**src/rtl/uart_pkg.sv**
```systemverilog
// Shared UART definitions for the TX and RX sides of the host link.
package uart_pkg;
  localparam int UART_DATA_BITS = 8;
  localparam int UART_STOP_BITS = 1;

  typedef enum logic [2:0] {
    IDLE,
    START,
    DATA,
    PARITY,
    STOP
  } tx_state_t;
endpackage

```
**src/rtl/uart_baud_gen.sv**
```systemverilog
// Bit-period tick generator; restart_in realigns the period to the current edge.
module uart_baud_gen #(
  parameter int BAUD_DIV = 25
) (
  input  logic clk_in,
  input  logic rst_in,
  input  logic restart_in,
  output logic tick_out
);
  localparam int CW = $clog2(BAUD_DIV);
  localparam logic [CW-1:0] LAST = CW'(BAUD_DIV - 1);

  logic [CW-1:0] cnt_q, cnt_d;

  always_comb begin
    cnt_d = (cnt_q == LAST) ? '0 : cnt_q + CW'(1);
  end

  always_ff @(posedge clk_in) begin
    if (rst_in || restart_in) cnt_q <= '0;
    else                      cnt_q <= cnt_d;
  end

  assign tick_out = (cnt_q == LAST);
endmodule

```
**src/rtl/uart_word_tx.sv**
```systemverilog
// Serializes one WORD_WIDTH word as back-to-back 8N1 frames, LSB byte first.
// Define UART_TX_PARITY_EN to insert an even-parity bit (8E1 frames).
module uart_word_tx
  import uart_pkg::*;
#(
  parameter int BAUD_DIV   = 25,
  parameter int WORD_WIDTH = 64
) (
  input  logic                  clk_in,
  input  logic                  rst_in,
  input  logic [WORD_WIDTH-1:0] word_in,
  input  logic                  word_valid_in,
  output logic                  word_ready_out,
  output logic                  tx_out,
  output logic                  busy_out,
  output logic                  done_out
);
  localparam int NBYTES = WORD_WIDTH / 8;
  localparam int BCW    = (NBYTES > 1) ? $clog2(NBYTES) : 1;
  localparam logic [BCW-1:0] LAST_BYTE = BCW'(NBYTES - 1);
  localparam logic [2:0]     LAST_BIT  = 3'(UART_DATA_BITS - 1);

  tx_state_t             state_q;
  logic [WORD_WIDTH-1:0] shift_q;
  logic [BCW-1:0]        byte_q;
  logic [2:0]            bit_q, bit_d;
  logic                  tx_q, ready_q, busy_q, done_q;
  logic                  tick, handshake;

  assign handshake = word_valid_in && ready_q && (state_q == IDLE);
  assign bit_d     = bit_q + 3'd1;

  uart_baud_gen #(.BAUD_DIV(BAUD_DIV)) u_baud (
    .clk_in    (clk_in),
    .rst_in    (rst_in),
    .restart_in(handshake),
    .tick_out  (tick)
  );

`ifdef UART_TX_PARITY_EN
  logic par_bit;
  assign par_bit = ^shift_q[7:0];
`endif

  always_ff @(posedge clk_in) begin
    if (rst_in) begin
      state_q <= IDLE;
      shift_q <= '0;
      byte_q  <= '0;
      bit_q   <= '0;
      tx_q    <= 1'b1;
      ready_q <= 1'b0;
      busy_q  <= 1'b0;
      done_q  <= 1'b0;
    end else begin
      done_q <= 1'b0;
      case (state_q)
        IDLE: begin
          ready_q <= 1'b1;
          busy_q  <= 1'b0;
          tx_q    <= 1'b1;
          if (handshake) begin
            shift_q <= word_in;
            byte_q  <= '0;
            state_q <= START;
            tx_q    <= 1'b0;
            busy_q  <= 1'b1;
            ready_q <= 1'b0;
          end
        end
        START: if (tick) begin
          state_q <= DATA;
          bit_q   <= '0;
          tx_q    <= shift_q[0];
        end
        DATA: if (tick) begin
          if (bit_q == LAST_BIT) begin
`ifdef UART_TX_PARITY_EN
            state_q <= PARITY;
            tx_q    <= par_bit;
`else
            state_q <= STOP;
            tx_q    <= 1'b1;
`endif
          end else begin
            bit_q <= bit_d;
            tx_q  <= shift_q[bit_d];
          end
        end
`ifdef UART_TX_PARITY_EN
        PARITY: if (tick) begin
          state_q <= STOP;
          tx_q    <= 1'b1;
        end
`endif
        STOP: if (tick) begin
          // Last byte returns to IDLE; otherwise the next start bit follows immediately.
          if (byte_q == LAST_BYTE) begin
            state_q <= IDLE;
            done_q  <= 1'b1;
            ready_q <= 1'b1;
            busy_q  <= 1'b0;
            tx_q    <= 1'b1;
          end else begin
            shift_q <= shift_q >> UART_DATA_BITS;
            byte_q  <= byte_q + BCW'(1);
            state_q <= START;
            tx_q    <= 1'b0;
          end
        end
        default: begin
          state_q <= IDLE;
          tx_q    <= 1'b1;
          busy_q  <= 1'b0;
          ready_q <= 1'b0;
        end
      endcase
    end
  end

  assign word_ready_out = ready_q;
  assign tx_out         = tx_q;
  assign busy_out       = busy_q;
  assign done_out       = done_q;
endmodule

```
**config.mk**
```make
export PLATFORM = sky130hd
export DESIGN_NAME = uart_word_tx
export DESIGN_NICKNAME = d
export VERILOG_FILES = /design/src/rtl/uart_pkg.sv /design/src/rtl/uart_baud_gen.sv /design/src/rtl/uart_word_tx.sv
export SDC_FILE = /design/constraint.sdc
export NUM_CORES = 1
export LEC_CHECK = 0
export CORE_MARGIN = 2
export CORE_UTILIZATION = 55
export CTS_CLUSTER_SIZE = 10
export DETAILED_ROUTE_END_ITERATION = 6
export DONT_BUFFER_PORTS = 1
export PLACE_DENSITY_LB_ADDON = 0.12
export RECOVER_POWER = 50
export REMOVE_ABC_BUFFERS = 1
export SYNTH_ARGS = -nofsm -noshare
export SYNTH_HDL_FRONTEND = slang
export SYNTH_SLANG_ARGS = --single-unit
```
**constraint.sdc**
```tcl
create_clock -name clk_in -period 2.15 [get_ports clk_in]
set_clock_uncertainty 0.15 [all_clocks]
set_input_delay 0.215 -clock clk_in [delete_from_list [all_inputs] [get_ports clk_in]]
set_output_delay 0.215 -clock clk_in [all_outputs]
set_load 0.05 [all_outputs]
```
# After elaboration in Yosys (flattened, before gate mapping)
# Index checks and enable logic that the tools add are counted.
[classes]
addsub = 3
order_cmp = 1
n_eq_ne = 14
mux = 35
bitwise = 3
reduce_logical = 14
[ops]
columns = ["operator", "count"]
rows = [
  ["$mux 64", 3],
  ["$pmux 64 s2", 1],
  ["$mux 3", 11],
  ["$ne 2x2->1 const B", 7],
  ["$mux 1", 13],
  ["$pmux 3 s2", 2],
  ["$pmux 3 s4", 1],
  ["$eq 3x3->1 const B", 3],
  ["$reduce_and 4->1", 2],
  ["$lt 3x7->1 const B", 1],
  ["$add 3x1->3 const B", 2],
  ["$pmux 1 s3", 2],
  ["$reduce_and 3->1", 2],
  ["$add 5x1->5 const B", 1],
  ["$eq 5x5->1 const B", 1],
  ["$reduce_and 5->1", 1],
  ["$pmux 1 s4", 1],
  ["$reduce_bool 2->1", 2],
  ["$reduce_or 2->1", 2],
  ["$bmux 1 s3", 1],
  ["$eq 3x1->1 const B", 1],
  ["$eq 3x2->1 const B", 1],
  ["$logic_not 3->1", 1],
  ["$not 1->1", 3],
  ["4 further kinds", 5],
]
[totals]
regBits = 82
out_inout_bits = 4

# Depth between registers and ports, before layout
[depth]
word_depth = 6
depth_mapped = 9

# Hierarchy
# Synthesis repeated with hierarchy kept, for this count alone.
[unflattened]
hier_cells = 463
hier_area_um2 = 3676.0
[modules_own_cells]
columns = ["module", "instances", "cells_per_inst", "area_per_inst_um2", "seq_area_each_um2"]
rows = [
  ["uart_word_tx", 1, 441, 3463.3, 1541.5],
  ["uart_baud_gen", 1, 22, 212.7, 100.1],
]

# Worst setup path after synthesis
# OpenSTA, ideal clock, no wires.
[synth_path]
kind = "flip-flop to flip-flop"
start = "reg ready_q, in the netlist word_ready_out"
end = "reg shift_q[49]"
setup_ns = 0.134
t_arrival_ns = 1.818
required_ns = 1.866
slack_ns = 0.049
path_stages_with_launch = 7
path_buffers = 2
period_less_slack_ns = 2.101
path_cell_list = "dfxtp_1 > nand2_1 > o32a_1 > nor2_1 > buf_2 > buf_2 > a311oi_1"
[synth_via]
elab_chain_len = 4
[synth_rtl]
columns = ["item", "line", "rtl"]
rows = [
  ["start, declared", "uart_word_tx.sv:27", "logic tx_q, ready_q, busy_q, done_q;"],
  ["start signal, assigned", "uart_word_tx.sv:52", "ready_q <= 1'b0;"],
  ["start signal, assigned", "uart_word_tx.sv:59", "ready_q <= 1'b1;"],
  ["start signal, assigned", "uart_word_tx.sv:68", "ready_q <= 1'b0;"],
  ["$logic_and 1x1->1 (2 in a row)", "uart_word_tx.sv:30", "assign handshake = word_valid_in && ready_q && (state_q == IDLE);"],
  ["$ne 2x1->1 (no source line)", "--", ""],
  ["$reduce_and 4->1 (no source line)", "--", ""],
  ["end signal, assigned", "uart_word_tx.sv:63", "shift_q <= word_in;"],
  ["end signal, assigned", "uart_word_tx.sv:105", "shift_q <= shift_q >> UART_DATA_BITS;"],
  ["end, declared", "uart_word_tx.sv:24", "logic [WORD_WIDTH-1:0] shift_q;"],
]
# Every way passes these cells.
# A chain may end at the register's enable or synchronous reset.

# Worst setup path in the final report
[layout_path]
start = "reg bit_q[0]"
end = "reg tx_q, in the netlist tx_out"
[layout_via]
elab_chain_len = 6
[layout_rtl]
columns = ["item", "line", "rtl"]
rows = [
  ["start, declared", "uart_word_tx.sv:26", "logic [2:0] bit_q, bit_d;"],
  ["start signal, assigned", "uart_word_tx.sv:86", "bit_q <= bit_d;"],
  ["$add 3x1->3", "uart_word_tx.sv:31", "assign bit_d = bit_q + 3'd1;"],
  ["$bmux 1 s3", "uart_word_tx.sv:87", "tx_q <= shift_q[bit_d];"],
  ["$mux 1 (not written as such)", "uart_word_tx.sv:87", ""],
  ["$mux 1 *", "uart_word_tx.sv:77", "if (bit_q == LAST_BIT) begin"],
  ["$mux 1 *", "uart_word_tx.sv:76", "DATA: if (tick) begin"],
  ["$pmux 1 s4 *", "uart_word_tx.sv:57", "case (state_q)"],
  ["end signal, assigned", "uart_word_tx.sv:74", "tx_q <= shift_q[0];"],
  ["end signal, assigned", "uart_word_tx.sv:87", ""],
  ["end, declared", "uart_word_tx.sv:27", ""],
]
# Mark *: on every way between the ends. The rest lies on a longest branch, timed or not. The select of a mux whose other input is x is not followed.

==> summary.md <==
| Metric | Value |
|---|---|
| Compound-Gate Fraction of Synth Area | `27.3%` |
| WHS Path Cells | `2` |
| Die Ht | `87.1 um` |
| RR Startpoint | `bit_q[0]$_SDFFE_PP0P_` |
| Post-synth EDFFs | `0` |
| Initial DRC count | `180` |
| CP Class | `flop to flop` |
| Root Buffer | `clkbuf_8` |
| Die ar. | `7580 um2` |
| CP arrival | `2.17 ns` |
| CP max stage delay | `0.53 ns` |
| Crit. End Element | `flop` |
| Port-buffer cells | `0` |
| Critical path peak fanout | `3` |
| Max Slew Vio Count | `0` |
| Hold_sp | `rst_in` |
| Reg2reg path depth | `5` |
| Measured slew at the worst slew-check pin | `0.628 ns` |
| Post-DR vias/cell | `5.95` |
| Global-route wire length before repair | `16.2 mm` |
| Final wirelength | `9.85 mm` |
| Total global routing track utilization | `27.0%` |
| Worst path depth | `5` |
| Worst setup margin | `0.0616 ns` |
| Total gr overflow | `0` |
| Largest net degree at the start of global routing | `79` |
| Max-capacitance violation count | `0` |
| # nets final | `592` |
| Longest Clk Path Bufs | `2` |
| Cell count after synthesis | `469` |
| Req. time, crit path | `2.23 ns` |
| Clk sinks | `82` |
| CTS tree | `yes` |
| Avg Cell Area, Syn | `8.09 um2` |
| PwrDens | `697 nW/um2` |
| Vias in the first global route | `3,361` |
| Initial core utilization | `56.5%` |
| DR DRC count | `0` |
| Critical Path Source Type | `flop` |
| Max VDD drop | `0.000442 V` |
| Leak | `1.73 nW` |
| Simple-Gate Fraction of Synth Area | `18.2%` |
| Gp weighted congestion | `0.769` |
| Dpl ws | `0.0537 ns` |
| XOR/XNOR Fraction of Synth Area | `0.923%` |
| Crit-path cells | `ha_1 -> mux4_2 -> mux2_2 -> o21ai_0 -> nand4b_1` |
| Commonest non-fill, non-tap cell in the layout | `nand2_1` |
| Final Hold Vio Count | `0` |
| First-pass DRT Iterations | `4` |
| Clock slew at reported path FFs | `0.09 ns` |
| Buf+Inv Stages, Crit Path | `0` |
| Yosys cell types | `39` |
| Share of flip-flops with an asynchronous set or reset | `0%` |
| Core Footprint | `6720 um2` |
| Layout cell share with drive strength beyond 1 | `8.59%` |
| Setup slack, reg-to-reg | `0.06 ns` |
| Vias | `3,593` |
| Area leader, netlist | `dfxtp_1` |
| Largest cells by area after synthesis | `dfxtp_1 (43%), a311oi_1 (13%), nand2_1 (12%), a21oi_1 (10%), clkbuf_1 (3.1%)` |
| Largest family of logic cells by synthesized area | `compound AO/OA/AOI/OAI gates` |
| I/O pin count | `71` |
| Area fraction of the dominant cell type after synthesis | `43.3%` |
| DR WL/cell | `16.3 um` |
| Tmin final | `2.09 ns` |
| Synthesized area | `3790 um2` |
| Setup violators final | `0` |
| R2r endpoint | `tx_out$_SDFFE_PP1P_` |
| Status | `complete, no violations` |
| Filler cells | `523` |
| Worst-skew pair later-pin latency | `0.35 ns` |
| Initial antenna violation count | `0` |
| Synth warn | `0` |
| Post-DP HPWL | `5.74 mm` |
| Fmax | `479 MHz` |
| Top delay family on crit path | `multiplexers` |
| Headroom to the max-slew limit | `58.2%` |
| Hold_ws | `0.0815 ns` |
| Power Total | `3.31 mW` |
| Post-DRT Antenna Nets | `0` |
| Register area share after synthesis | `43.3%` |
| Post-synthesis mux area share | `1.75%` |
| N_diodes | `0` |
| Core Rows | `30` |
| Commonest non-fill, non-tap cells in the layout | `nand2_1 (123), dfxtp_1 (82), a21oi_1 (76)` |
| Tcrit/Tclk final | `97.1%` |
| Synth Register Bits | `82` |
| Die width | `87.1 um` |
| Min-Delay Path Class | `input pin to flop` |
| Hold EP | `shift_q[62]$_SDFFE_PP0P_` |
| Sum of negative setup slack | `0 ns` |
| Crit-path slowest cell | `mux4_2` |
| H-tree depth | `3` |
| Top_reg_cell synth | `dfxtp_1` |
| Adder-Cell Fraction of Synth Area | `1.98%` |
| CTS Buf Count | `9` |
| Area delta synth->final | `25.3%` |
routing by layer:
| metal | routed length (um) | track usage (%) | vias up |
|---|---|---|---|
| met5 | 0 | 0 | - |
| met4 | 197 | 10.9 | 0 |
| met3 | 642 | 4.64 | 19 |
| met2 | 4670 | 42.1 | 135 |
| met1 | 4350 | 37.1 | 1650 |
| li1 | - | - | 1789 |
area by class of cell:
type	count	area [um2]	share of cell area, %
inverters	7	26.3	0.553
multi-input cells	332	1920	40.4
repair buffers	87	857	18.0
clock buffers	11	141	2.98
clock inverters	5	63.8	1.34
flip-flops and latches	82	1640	34.5
well taps	80	100	2.11
synthesized netlist by cell type, types with 2 or more instances:
cell and number:
clkbuf_1 31, nor2_1 12, mux4_2 2, a21oi_1 76
ha_1 6, a311oi_1 56, a22oi_1 2, nand2_1 124
a31oi_1 2, nand2b_1 3, dfxtp_1 82, buf_6 3
nor3_1 7, nand3_1 2, or3_1 2, xor2_1 3
o21ai_0 13, nand4_1 2, nand4b_1 2, a211o_1 2
inv_1 7, buf_2 13
power by group:
group,switching [mW],total [mW],internal (mW)
combinational,0.236,0.467,0.231
sequential,0.0687,1.70,1.63
clock,0.569,1.14,0.575
stage by stage:
step	std cells	instance area, um2	utilization (%)
2_1_floorplan	421	3570	-
4_1_cts	604	4780	71.1
5_1_grt	604	4750	70.7
3_5_place_dp	523	3900	58.1
6_report	604	4750	70.7
3_3_place_gp	523	3900	58.1
flip-flops by register name, indices dropped and copies added, names as in the netlist, 3 cells and up:
register,cells
bit_q,3
byte_q,3
shift_q,64
state_q,3
u_baud.cnt_q,5
repair_timing:
action | CTS | global route
endpoints found under the hold margin | 81 | 0
setup buffers | 0 | 0
endpoints found under the setup margin | 0 | 3
gates resized for setup | 0 | 1
hold buffers | 65 | 0
cell families (layout without fill, tap and decap cells):
group	after synthesis	count (layout)
compound gates	155	155
fa+ha+maj	6	6
flops	82	82
simple gates	163	163
xor+xnor	4	4
mux	4	4
buf+inv	55	110
how the worst max path moves through the flow:
stage                            start                      end
2_1_floorplan  state_q[2]$_SDFFE_PP0P_  shift_q[0]$_SDFFE_PP0P_
3_5_place_dp     bit_q[0]$_SDFFE_PP0P_      tx_out$_SDFFE_PP1P_
4_1_cts          bit_q[0]$_SDFFE_PP0P_    bit_q[1]$_SDFFE_PP0P_
5_1_grt          bit_q[0]$_SDFFE_PP0P_    bit_q[2]$_SDFFE_PP0P_
6_report         bit_q[0]$_SDFFE_PP0P_      tx_out$_SDFFE_PP1P_
3_3_place_gp     bit_q[0]$_SDFFE_PP0P_    bit_q[1]$_SDFFE_PP0P_
Note: power is estimated with default switching activity, not from simulation.
